### src/rtl/sram_ctrl.sv
// sram_ctrl: single-outstanding request controller for a single-port synchronous SRAM.
// Full-strobe writes go straight to the SRAM. Partial-strobe writes read the old word first,
// merge the enabled bytes into it, and then write it back. Zero-strobe writes respond without
// touching the SRAM.
module sram_ctrl #(
    parameter int ADDR_WIDTH = 10,
    parameter int DATA_WIDTH = 32,
    localparam int STRB_WIDTH = DATA_WIDTH / 8
) (
    input  logic                  clk,
    input  logic                  rst_n,
    input  logic                  req_valid,
    output logic                  req_ready,
    input  logic                  req_write,
    input  logic [ADDR_WIDTH-1:0] req_addr,
    input  logic [DATA_WIDTH-1:0] req_wdata,
    input  logic [STRB_WIDTH-1:0] req_wstrb,
    output logic                  resp_valid,
    input  logic                  resp_ready,
    output logic [DATA_WIDTH-1:0] resp_rdata,
    output logic [ADDR_WIDTH-1:0] sram_addr,
    output logic [DATA_WIDTH-1:0] sram_wdata,
    output logic                  sram_we,
    input  logic [DATA_WIDTH-1:0] sram_rdata
);

    typedef enum logic [2:0] {
        IDLE = 3'd0,
        RD   = 3'd1,
        CAP  = 3'd2,
        WR   = 3'd3,
        RESP = 3'd4
    } state_t;

    state_t                state_q, state_d;

    // The latched request address is kept directly in the SRAM address register.
    // It only changes on acceptance, so the SRAM address is stable for the whole transaction.
    logic [ADDR_WIDTH-1:0] sram_addr_q, sram_addr_d;

    logic                  write_q, write_d;
    logic [DATA_WIDTH-1:0] wdata_q, wdata_d;
    logic [STRB_WIDTH-1:0] wstrb_q, wstrb_d;

    // The SRAM write-data register also serves as the merge register for partial writes.
    // It is loaded with the merged word in CAP and presented to the SRAM in WR.
    logic [DATA_WIDTH-1:0] sram_wdata_q, sram_wdata_d;
    logic                  sram_we_q, sram_we_d;
    logic                  resp_valid_q, resp_valid_d;
    logic [DATA_WIDTH-1:0] resp_rdata_q, resp_rdata_d;

    logic [DATA_WIDTH-1:0] merge_val;
    logic                  strb_full;
    logic                  strb_zero;

    assign req_ready  = (state_q == IDLE);
    assign resp_valid = resp_valid_q;
    assign resp_rdata = resp_rdata_q;
    assign sram_addr  = sram_addr_q;
    assign sram_wdata = sram_wdata_q;
    assign sram_we    = sram_we_q;

    assign strb_full = &req_wstrb;
    assign strb_zero = ~|req_wstrb;

    // Byte merge: enabled bytes come from the latched write data, the rest from the old SRAM word.
    always_comb begin
        merge_val = '0;
        for (int i = 0; i < STRB_WIDTH; i++) begin
            merge_val[8*i +: 8] = wstrb_q[i] ? wdata_q[8*i +: 8] : sram_rdata[8*i +: 8];
        end
    end

    // Next-state and next-output computation for the transaction FSM.
    always_comb begin
        state_d      = state_q;
        sram_addr_d  = sram_addr_q;
        write_d      = write_q;
        wdata_d      = wdata_q;
        wstrb_d      = wstrb_q;
        sram_wdata_d = sram_wdata_q;
        sram_we_d    = 1'b0;
        resp_valid_d = resp_valid_q;
        resp_rdata_d = resp_rdata_q;

        case (state_q)
            IDLE: begin
                if (req_valid) begin
                    sram_addr_d = req_addr;
                    write_d     = req_write;
                    wdata_d     = req_wdata;
                    wstrb_d     = req_wstrb;
                    if (!req_write) begin
                        state_d = RD;
                    end else if (strb_full) begin
                        state_d      = WR;
                        sram_we_d    = 1'b1;
                        sram_wdata_d = req_wdata;
                    end else if (strb_zero) begin
                        state_d      = RESP;
                        resp_valid_d = 1'b1;
                    end else begin
                        state_d = RD;
                    end
                end
            end
            RD: begin
                state_d = CAP;
            end
            CAP: begin
                if (!write_q) begin
                    resp_rdata_d = sram_rdata;
                    state_d      = RESP;
                    resp_valid_d = 1'b1;
                end else begin
                    sram_wdata_d = merge_val;
                    sram_we_d    = 1'b1;
                    state_d      = WR;
                end
            end
            WR: begin
                state_d      = RESP;
                resp_valid_d = 1'b1;
            end
            RESP: begin
                if (resp_ready) begin
                    state_d      = IDLE;
                    resp_valid_d = 1'b0;
                end
            end
            default: begin
                state_d      = IDLE;
                resp_valid_d = 1'b0;
            end
        endcase
    end

    // All controller state and registered outputs, cleared immediately by reset.
    always_ff @(posedge clk or negedge rst_n) begin
        if (!rst_n) begin
            state_q      <= IDLE;
            sram_addr_q  <= '0;
            write_q      <= 1'b0;
            wdata_q      <= '0;
            wstrb_q      <= '0;
            sram_wdata_q <= '0;
            sram_we_q    <= 1'b0;
            resp_valid_q <= 1'b0;
            resp_rdata_q <= '0;
        end else begin
            state_q      <= state_d;
            sram_addr_q  <= sram_addr_d;
            write_q      <= write_d;
            wdata_q      <= wdata_d;
            wstrb_q      <= wstrb_d;
            sram_wdata_q <= sram_wdata_d;
            sram_we_q    <= sram_we_d;
            resp_valid_q <= resp_valid_d;
            resp_rdata_q <= resp_rdata_d;
        end
    end

endmodule

### config.mk
export PLATFORM = sky130hd
export DESIGN_NAME = sram_ctrl
export DESIGN_NICKNAME = d
export VERILOG_FILES = /design/src/rtl/sram_ctrl.sv
export SDC_FILE = /design/constraint.sdc
export NUM_CORES = 1
export LEC_CHECK = 0
export ABC_CLOCK_PERIOD_IN_PS = 1500
export CAP_MARGIN = 20
export CORE_ASPECT_RATIO = 0.7
export CORE_MARGIN = 1.5
export CORE_UTILIZATION = 42
export CTS_CLUSTER_SIZE = 14
export DETAILED_ROUTE_END_ITERATION = 12
export DONT_BUFFER_PORTS = 1
export PLACE_DENSITY = 0.58
export SLEW_MARGIN = 5
export SYNTH_ARGS = -nofsm -noshare
export SYNTH_HDL_FRONTEND = slang
export SYNTH_SLANG_ARGS = --single-unit
### constraint.sdc
create_clock -name clk -period 1.5 [get_ports clk]
set_input_delay 0.075 -clock clk [delete_from_list [all_inputs] [get_ports clk]]
set_output_delay 0.075 -clock clk [all_outputs]
set_load 0.005 [all_outputs]
# Word-level counts from Yosys, hierarchy flattened
# Cells that the tools add are included.
dict set report classes {
  n_eq_ne 12
  muxes 28
  bitwise_logic 2
  n_reduce_logical 9
}
# cell n
set ops {}
lappend ops {{$mux 32} 4}
lappend ops {{$pmux 32 s2} 1}
lappend ops {{$mux 8} 4}
lappend ops {{$mux 3} 6}
lappend ops {{$pmux 3 s5} 1}
lappend ops {{$ne 2x2->1 const B} 6}
lappend ops {{$mux 1} 10}
lappend ops {{$reduce_and 7->1} 1}
lappend ops {{$eq 3x2->1 const B} 2}
lappend ops {{$reduce_and 2->1} 3}
lappend ops {{$pmux 1 s5} 1}
lappend ops {{$reduce_and 5->1} 1}
lappend ops {{$ne 2x1->1 const B} 2}
lappend ops {{$reduce_and 4->1} 1}
lappend ops {{$reduce_or 4->1} 1}
lappend ops {{$eq 3x1->1 const B} 1}
lappend ops {{$eq 3x3->1 const B} 1}
lappend ops {{$logic_not 3->1} 1}
lappend ops {{$not 1->1} 2}
lappend ops {{$pmux 1 s2} 1}
lappend ops {{$reduce_bool 2->1} 1}
dict set report word_totals {
  register_bits 116
  in_bits 83
  output_inout_bits 77
  wordCells 60
}

# Depth between registers and ports, before layout
# Gate-level depths: netlist (run 1).
dict set report depth {
  word_depth 6
  ltp_mapped 7
  mapped_depth_nobuf 4
}

# Least setup slack after synthesis (run 1)
# No wires, ideal clock.
dict set report synth_timing {
  path_kind {reg-to-reg}
  startpoint {reg state_q[0]}
  endpoint {reg sram_addr_q[0], in the netlist sram_addr[0]}
  setup_time_ns 0.125
  arrival_time_ns 1.406
  required_ns 1.375
  slack_ns -0.031
  stages_incl_launch_ff 7
  path_buffers 3
  synth_period_minus_slack_ns 1.531
  path_cell_list {dfrtp_1 > buf_6 > nor3_4 > and2_4 > buf_12 > buf_12 > mux2_4}
}
dict set report synth_between {
  elab_chain_len 2
}
# element line
set synth_rtl {}
lappend synth_rtl {{start: declaration} 35} ;# state_t state_q, state_d;
lappend synth_rtl {{start signal: assignment} 151} ;# state_q <= state_d;
lappend synth_rtl {{$logic_not 3->1} n/a}
lappend synth_rtl {{named net req_ready} 13} ;# output logic req_ready,
lappend synth_rtl {{$reduce_and 2->1 (no line)} n/a}
lappend synth_rtl {{end signal: assignment} 152} ;# sram_addr_q <= sram_addr_d;
lappend synth_rtl {{end: declaration} 39} ;# logic [ADDR_WIDTH-1:0] sram_addr_q, sram_addr_d;
# The timed path passes the listed nets, and every way through them passes these cells.
# A chain may end at the register's enable or synchronous reset.

# Worst setup path after layout (run 1)
dict set report layout_timing {
  startpoint {reg state_q[2]}
  endpoint {reg resp_rdata_q[4], in the netlist resp_rdata[4]}
}
dict set report layout_between {
  elab_chain_len 2
}
# element line
set layout_rtl {}
lappend layout_rtl {{$eq 3x2->1} 86} ;# case (state_q)
lappend layout_rtl {{$reduce_and 2->1 (no line)} n/a}
lappend layout_rtl {{end signal: assignment} 159} ;# resp_rdata_q <= resp_rdata_d;
lappend layout_rtl {{end: declaration} 50} ;# logic [DATA_WIDTH-1:0] resp_rdata_q, resp_rdata_d;
# No other way between the ends.

==> impl_metrics.yaml, run 1 <==
worst_setup_path:
  crit_path_start_kind: "register"
  r2r_cells: 4
  cpPeakStageDelay_ns: 0.44
  arrival_ns: 1.88
  r2r_end: "resp_rdata[4]"
  path_class: "reg -> reg"
  path_max_fanout: 6
  critPathCaptureType: "register"
  required_ns: 1.79
  regToRegStartpoint: "state_q[2]"
  crit_chain: "nor3b_4, and2_4, clkbuf_16, mux2_4"
  startpoint: "state_q[2]"
  r2r_slack_ns: -0.09
  cpMaxStageDelayCell: "dfrtp_2"
timing:
  finalHoldViolations: 116
  period_minus_slack_ns: 1.59
  skew_ns: 0.00738
  final.period_utilization_pct: 106
  worst_pin_slew_ns: 0.564
  max_freq_mhz: 628
  hold_ws_ns: -0.635
  setup-violations-final: 83
  rsz0062_at_grt: "true"
  setup_ws_ns: -0.0920
  relSlewSlack_pct: 62.4
  slew_violations: 0
cells_and_area:
  fin_nets: 604
  insertedDiodeCount: 0
  area_delta_synth_final_pct: 38.3
  fin_cells: 694
  multiInputGateArea_mm2: 0.00235
  drive_above_1_share_pct: 28.9
  fillCellCount: 1015
  area.sequential_mm2: 0.00291
power_and_ir_drop:
  power-per-cell-area_mw_per_mm2: 2150
  max-vdd-ir-drop_mv: 1.05
  p_total_mw: 16.0
  leakagePower_nw: 3.62
detailed_routing:
  drt-vias-per-instance: 5.25
  remaining_drc_errors: 0
  drt_iter0_drc: 160
  drt_wl_total_um: 13900
  ant_nets: 0
  wl_per_cell_um: 20.0
  dr.pass1.iters: 4
  vias: 3641
yosys:
  syn-mean-instance-area_um2: 12.9
  synth_top_area_share_pct: 54.0
  synth_top_area_cell: "dfrtp_1"
  synth_cell_types: 31
  yosys_warnings: 0
  ys_seq_elements: 116
  syn_area_mm2: 0.00537
  syn_inst: 416
  yosys-top-cells-area: "dfrtp_1 54%, mux2i_1 12%, mux2_1 6.3%"
  yosysSeqAreaShare_pct: 54.0
  synthesis.nets: 499
floorplan:
  die-width_um: 138
  core_area_mm2: 0.0125
  start_util_pct: 43.1
  rows: 34
  die_h_um: 97.6
  ios: 160
  dieArea_mm2: 0.0135
clock_tree:
  cts_made_buffers: 17
  clkTransAtPathRegs_ns: 0.05
  holdBufCountCts: 81
  root_buffer: "clkbuf_16"
  cts.sinks: 116
  clock_path_buffers: 2
  h-tree-depth: 4
  insertion_delay_ns: 0.40
  cts_tree: "done"
grt:
  grtUsageTotal_pct: 19.1
  grt_pass1_wl_um: 20100
  grt_max_degree: 117
  antenna_found_initial: 0
  grt_pass1_vias: 3804
  globalRouteOverflowTotal: 0
place:
  gp_congestion: 0.809
  dp_slack_ns: -0.106
  port_buffers: 0
  dpl.hpwl_um: 7590
  placed_cells: 567
flow_run:
  maxCapViolCount: 0
hold_path:
  hold_class: "in -> async"
run_status:
  status: "finished with violations"
  violations: "negative hold slack, negative setup slack"
## power breakdown
| part | internal [mW] | switching, mW | leakage [nW] |
|---|---|---|---|
| clock network | 2.54 | 1.40 | 0.279 |
| logic | 3.67 | 2.20 | 2.00 |
| registers | 4.74 | 1.45 | 1.34 |
## cell families (layout without fill, tap and decap cells)
family,count (synthesis),after routing,share of synthesized area (%)
AO/OA/AOI/OAI,44,44,4.49
buffers and inverters,61,177,6.82
flip-flops,116,116,54.0
multiplexers,143,143,29.7
AND/OR/NAND/NOR,52,52,4.94
## worst max-delay path by stage
stage                                 to  slack [ns]  depth (start not counted)
after floorplan             sram_addr[0]       -0.03                          6
final                      resp_rdata[4]       -0.09                          4
after global routing       resp_rdata[4]       -0.12                          4
after CTS                  resp_rdata[7]       -0.05                          4
after detailed placement  resp_rdata[21]       -0.11                          4
after global placement     resp_rdata[0]       -0.05                          4
## cells in the mapped netlist
cell	number
a21boi_0	1
a21o_1	2
a21oi_1	3
a221o_1	1
a31o_2	1
a31oi_1	1
and2_1	1
and2_4	1
buf_12	3
buf_2	8
buf_4	4
buf_6	8
clkbuf_2	3
dfrtp_1	116
inv_1	35
mux2_1	30
mux2_2	30
mux2_4	18
mux2i_1	65
nand2_1	36
nand2_2	1
nand3_1	1
nand4_1	1
nand4b_4	1
nor2_1	6
nor3_4	1
nor3b_2	1
nor4_2	1
nor4bb_1	1
o21ai_0	34
o21ai_2	1
## critical path: cells and delay by family, from the launching register on
| family | cells | cell delay [ns] |
|---|---|---|
| mux | 1 | 0.30 |
| simple gates | 2 | 0.54 |
| buf+inv | 1 | 0.20 |
| flops | 1 | 0.44 |
## routing by layer
metal | track usage, % | up-vias | routed length [um]
li1 | - | 1626 | -
met1 | 24.5 | 1837 | 6310
met2 | 30.0 | 162 | 6460
met3 | 7.24 | 16 | 947
met4 | 6.15 | 0 | 161
met5 | 0 | - | 0
## registers in the layout, summed over array words and instances, names as in the netlist, 3 cells and up
| name | flops |
|---|---|
| resp_rdata | 32 |
| sram_wdata | 32 |
| wdata_q | 32 |
| sram_addr | 10 |
| wstrb_q | 4 |
| state_q | 3 |
## timing repair
action / 4_1_cts / 5_1_grt
hold endpoints to repair: 231 / 116
endpoints found under the setup margin: 98 / 110
gates resized for setup: 17 / 58
pin swaps: 0 / 3
buffers inserted: 1 / 9
cloned: 0 / 8
## per-stage QoR
step	instance area [um^2]	TNS [ns]	hold WS (ns)	util [%]
after floorplan	5370	-0.492	-0.221	-
after global placement	5520	-1.52	-0.218	44.3
after detailed placement	5520	-3.84	-0.218	44.3
after CTS	6960	-1.27	-0.650	55.9
after global routing	7430	-7.51	-0.659	59.6
final	7430	-3.25	-0.635	59.6
## cell usage in the layout, fill, tap and decap left out, types with 2 or more instances in the layout
cell type and count:
dfrtp_1 113, dlygate4sd3_1 81, mux2_4 70, mux2i_1 63, inv_1 35, nand2_1 35
o21ai_0 33, clkbuf_16 23, buf_4 12, buf_12 7, mux2_2 5, clkinv_2 5
nor2_1 4, buf_6 4, a21oi_1 3, mux2_1 3, clkbuf_8 3, clkinvlp_4 3
dfrtp_2 3, nor2_2 2, and2_4 2, mux2i_2 2, a21o_1 2, bufinv_16 2
buf_8 2
## layout make-up
| class | instances | share of cell area, % |
|---|---|---|
| multi-input cells | 239 | 31.6 |
| clock inverters | 10 | 1.45 |
| repair buffers | 112 | 17.0 |
| clock buffers | 20 | 6.28 |
| inverters | 35 | 1.77 |
| flip-flops and latches | 116 | 39.1 |
| well taps | 162 | 2.73 |
Power figures use the tool's default switching activity.
==> run 2: changes to the inputs <==
--- a/config.mk
+++ b/config.mk
@@ -6,15 +6,15 @@
 export NUM_CORES = 1
 export LEC_CHECK = 0
 export ABC_CLOCK_PERIOD_IN_PS = 1500
+export BUFFER_PORTS_ARGS = -buffer_cell sky130_fd_sc_hd__buf_2
 export CAP_MARGIN = 20
 export CORE_ASPECT_RATIO = 0.7
 export CORE_MARGIN = 1.5
 export CORE_UTILIZATION = 42
 export CTS_CLUSTER_SIZE = 14
 export DETAILED_ROUTE_END_ITERATION = 12
-export DONT_BUFFER_PORTS = 1
-export PLACE_DENSITY = 0.58
-export SLEW_MARGIN = 5
+export PLACE_DENSITY = 0.69
+export SLEW_MARGIN = 20
 export SYNTH_ARGS = -nofsm -noshare
 export SYNTH_HDL_FRONTEND = slang
 export SYNTH_SLANG_ARGS = --single-unit
==> run 2 against run 1 <==
The flow finishes with violations (negative setup slack). Critical path depth unchanged. Die area unchanged. Cell count increased by 22%. Non-clock buffer count increased by 148. Utilization increased by 4.2 points. Register-to-register slack improved by 0.05 ns. Clock skew about the same. Clock power increased by 3%. Design area increased by 7.0%. Routed wire length decreased by 1.4%. Via count increased by 12%.
==> impl_metrics.yaml, run 2 (same netlist as run 1, synthesis figures left out) <==
grt:
  grtUsageMet3_pct: 5.42
  antenna_found_initial: 0
  globalRouteOverflowTotal: 0
  grt_pass1_vias: 4363
  use_met1_pct: 28.2
  grt.met2_usage_pct: 32.7
  grtUsageTotal_pct: 20.9
  top_usage_layer: "met2"
  grt_pass1_wl_um: 22200
  grt_max_degree: 57
worst_setup_path:
  regToRegStartpoint: "state_q[0]"
  path_max_fanout: 16
  cpPeakStageDelay_ns: 0.44
  cpMaxStageDelayCell: "dfrtp_2"
  startpoint: "state_q[0]"
  r2r_cells: 4
  required_ns: 1.79
  r2r_slack_ns: -0.04
  path_class: "reg -> reg"
  critical_path.top_delay_family: "flip-flops"
  worstSetupEndpoint: "wdata_q[17]"
  r2r_end: "wdata_q[17]"
  crit_chain: "nor3_4, and2_4, buf_12, mux2_2"
  critPathCaptureType: "register"
  cp.buffers_inverters: 1
  crit_path_start_kind: "register"
  crit_cells: 4
  arrival_ns: 1.83
place:
  placed_cells: 728
  dpl.hpwl_um: 8660
  placed_cell_area_mm2: 0.00637
  port_buffers: 159
  dp_slack_ns: -0.0872
  gp_congestion: 0.876
timing:
  slew_violations: 0
  finalHoldViolations: 0
  rsz0062_at_grt: "true"
  worst_pin_slew_ns: 0.531
  setup-violations-final: 67
  setup_ws_ns: -0.0443
  period_minus_slack_ns: 1.54
  max_freq_mhz: 648
  relSlewSlack_pct: 64.6
  final.period_utilization_pct: 103
  skew_ns: 0.00710
power_and_ir_drop:
  pwr-share-seq_pct: 36.0
  p_int_mw: 11.1
  leakagePower_nw: 4.12
  comb_power_share_pct: 39.0
  switching_share_pct: 31.5
  p_clk_share_pct: 25.0
  power-per-cell-area_mw_per_mm2: 2040
  power_switching_mw: 5.10
  max-vdd-ir-drop_mv: 0.930
floorplan:
  ios: 160
  die-width_um: 138
  start_util_pct: 43.1
  core_area_mm2: 0.0125
  rows: 34
  die_h_um: 97.6
  dieArea_mm2: 0.0135
detailed_routing:
  drt-vias-per-instance: 4.84
  remaining_drc_errors: 0
  ant_nets: 0
  dr.pass1.iters: 4
  drt_iter0_drc: 131
  wl_per_cell_um: 16.2
  vias: 4087
  drt_wl_total_um: 13700
cells_and_area:
  fin_util_pct: 63.8
  fin_nets: 752
  drive_above_1_share_pct: 40.0
  post-route-cell-area_mm2: 0.00795
  area_delta_synth_final_pct: 48.0
  final_common_cell: "buf_2"
  fin_cells: 844
  insertedDiodeCount: 0
  layout_common_cells: "159 x buf_2, 113 x dfrtp_1, 79 x dlygate4sd3_1"
flow_run:
  maxCapViolCount: 0
hold_path:
  hold_class: "in -> reg"
clock_tree:
  insertion_delay_ns: 0.41
  cts.sinks: 116
  clock_path_buffers: 2
  cts_tree: "done"
  root_buffer: "clkbuf_16"
  clkTransAtPathRegs_ns: 0.05
  h-tree-depth: 4
  cts_made_buffers: 17
run_status:
  violations: "negative setup slack"
  status: "finished with violations"
-- run 2: cell count changes in the layout (fill, tap and decap cells not counted), moves of 4 or more --
cell,previous run,this run
buf_2,0,159
clkbuf_16,23,19
mux2_1,3,29
mux2_4,70,45
-- run 2: worst min path at each step --
stage / depth (start not counted) / endpoint / slack [ns] / from
final: 2 / wstrb_q[3] / 0.02 / req_wstrb[3]
after global routing: 2 / wstrb_q[3] / 0.006 / req_wstrb[3]
after CTS: 2 / wstrb_q[3] / 0.006 / req_wstrb[3]
after detailed placement: 1 / sram_wdata[3] / 0.04 / rst_n
after global placement: 1 / resp_rdata[3] / 0.03 / rst_n
after floorplan: 0 / resp_rdata[0] / -0.22 / rst_n
-- run 2: cell type report --
class                           instances  area (um^2)
Timing Repair Buffer                  260         1890
Inverter                               35          131
Tap cell                              162          203
Fill cell                             960         4510
Clock buffer                           23          498
Clock inverter                          9          100
Multi-Input combinational cell        239         2220
Sequential cell                       116         2910
-- run 2: repair_timing --
item                                    in CTS  in global routing
resized for setup                           13                 20
cloned                                       0                  4
hold buffers                                79                  0
endpoints found under the hold margin      155                  0
pin swaps                                    1                  1
endpoints found under the setup margin      79                110
setup buffers                                2                  0
-- run 2: layer usage --
metal	part of all wire [%]	up-vias
li1	-	1924
met1	47	2014
met2	47	137
met3	5.5	12
met4	1.0	0
met5	0	-
-- run 2: metrics by stage --
step | setup TNS [ns] | power (mW) | hold WS, ns
final | -0.771 | 16.2 | 0.0183
after global routing | -7.34 | 17.2 | 0.00632
after CTS | -0.711 | 15.9 | 0.00556
after detailed placement | -2.45 | 11.5 | 0.0413
after global placement | -0.153 | 11.2 | 0.0332
after floorplan | -0.492 | 9.42 | -0.221
-- run 2: power groups by stage --
stage               Combinational (mW)  Sequential (mW)  Clock, mW
floorplan                         3.89             5.53          0
global placement                  5.50             5.72          0
detailed placement                5.67             5.82          0
CTS                               6.02             5.81       4.11
global route                      6.88             6.04       4.27
finish                            6.31             5.83       4.05
==> run 3: changes to the inputs <==
--- a/config.mk
+++ b/config.mk
@@ -8,7 +8,6 @@
 export ABC_CLOCK_PERIOD_IN_PS = 1500
 export BUFFER_PORTS_ARGS = -buffer_cell sky130_fd_sc_hd__buf_2
 export CAP_MARGIN = 20
-export CORE_ASPECT_RATIO = 0.7
 export CORE_MARGIN = 1.5
 export CORE_UTILIZATION = 42
 export CTS_CLUSTER_SIZE = 14
==> run 3 against run 2 <==
The run still ends with negative setup slack left. Utilization grew 1.1 points. Critical path type unchanged. Setup slack gained 0.012 ns. First-iteration DRC count grew 78%.
==> impl_metrics.yaml, run 3 (same netlist as run 1, synthesis figures left out) <==
timing:
  worst_pin_slew_ns: 0.582
  max_freq_mhz: 653
  fin_setup_tns_ns: -0.481
  finalHoldViolations: 0
  skew_ns: 0.00802
  period_minus_slack_ns: 1.53
  setup_ws_ns: -0.0319
  rsz0062_at_grt: "true"
  setup-violations-final: 40
  slew_violations: 0
  final.period_utilization_pct: 102
  relSlewSlack_pct: 61.2
floorplan:
  rows: 41
  die_h_um: 116
  dieArea_mm2: 0.0135
  die-width_um: 116
  ios: 160
  core_area_mm2: 0.0126
  start_util_pct: 42.7
power_and_ir_drop:
  max-vdd-ir-drop_mv: 0.886
  leakagePower_nw: 4.19
  power-per-cell-area_mw_per_mm2: 2060
  p_total_mw: 16.8
cells_and_area:
  fin_nets: 758
  layout_common_cells: "159 x buf_2, 113 x dfrtp_1, 81 x dlygate4sd3_1"
  insertedDiodeCount: 0
  area.sequential_mm2: 0.00291
  fillCellCount: 919
  drive_above_1_share_pct: 41.7
  area_delta_synth_final_pct: 51.8
  multiInputGateArea_mm2: 0.00228
  final_common_cell: "buf_2"
worst_setup_path:
  critical_path.top_delay_family: "flip-flops"
  critPathCaptureType: "register"
  crit_path_start_kind: "register"
  arrival_ns: 1.81
  cpPeakStageDelay_ns: 0.44
  cp.buffers_inverters: 2
  required_ns: 1.78
  path_max_fanout: 8
  cpMaxStageDelayCell: "dfrtp_2"
  path_class: "reg -> reg"
  crit_chain: "buf_6, nand4b_4, o21ai_4, nand2_4, buf_12, mux2i_2"
detailed_routing:
  wl_per_cell_um: 16.8
  vias: 4164
  remaining_drc_errors: 0
  drt_wl_total_um: 14400
  dr.pass1.iters: 4
  ant_nets: 0
  drt-vias-per-instance: 4.84
  drt_iter0_drc: 233
place:
  dp_slack_ns: -0.0546
  gp_congestion: 0.774
  dpl.hpwl_um: 8650
  port_buffers: 159
grt:
  globalRouteOverflowTotal: 0
  grt_pass1_vias: 4415
  antenna_found_initial: 0
  grt_pass1_wl_um: 21300
  grtUsageTotal_pct: 20.8
  grt_max_degree: 35
clock_tree:
  cts_made_buffers: 17
  clock_path_buffers: 2
  clkTransAtPathRegs_ns: 0.06
  cts_tree: "done"
  h-tree-depth: 4
  cts.sinks: 116
  root_buffer: "clkbuf_16"
  insertion_delay_ns: 0.41
hold_path:
  hold_class: "in -> reg"
run_status:
  violations: "negative setup slack"
  status: "finished with violations"
flow_run:
  maxCapViolCount: 0
==> run 3: repair_timing <==
item | in CTS | in global routing
buffers inserted | 0 | 3
hold endpoints to repair | 213 | 0
cloned | 0 | 5
hold buffers | 81 | 0
setup endpoints to repair | 76 | 108
pin swaps | 0 | 3
resized for setup | 6 | 45
==> run 3: cell type report <==
type | count | share of cell area, %
multi-input cells | 239 | 28.0
inverters | 35 | 1.61
clock inverters | 10 | 1.90
clock buffers | 22 | 5.57
well taps | 172 | 2.64
repair buffers | 266 | 24.7
flip-flops and latches | 116 | 35.6
==> run 3: tightest hold or removal path, stage by stage <==
cell and delay (ns):
buf_2 0.14, nand2_1 0.09, nand2_1 0.07, a21boi_0 0.08
==> run 3: per-layer routing <==
metal / routed length [um] / GRT usage (%)
met5: 0 / 0
met4: 283 / 8.37
met3: 540 / 4.93
met2: 7160 / 35.8
met1: 6440 / 25.3
==> run 3: stage by stage <==
step / hold slack [ns] / instance area [um^2] / util [%] / std cells
after floorplan: -0.221 / 5370 / - / 416
after global placement: 0.0405 / 6420 / 51.1 / 739
after detailed placement: 0.0325 / 6420 / 51.1 / 739
after CTS: 0.0669 / 7860 / 62.5 / 852
after global routing: 0.130 / 8160 / 64.9 / 860
final: 0.0895 / 8160 / 64.9 / 860
==> run 3: worst paths after layout <==
kind | start | endpoint | slack [ns] | depth (start not counted)
hold reg to reg | resp_rdata[6] | resp_rdata[6] | 0.48 | 1
setup / recovery | state_q[1] | sram_wdata[9] | -0.03 | 6
hold / removal | req_write | state_q[0] | 0.09 | 4
setup reg to reg | state_q[1] | sram_wdata[9] | -0.03 | 6
min in group asynchronous | rst_n | sram_wdata[24] | 0.14 | 2
max in group asynchronous | rst_n | sram_addr[4] | 0.80 | 3
==> run 3: where the power goes <==
part / switching [mW] / internal, mW
sequential: 1.12 / 4.74
clock: 1.39 / 2.81
combinational: 2.70 / 4.02
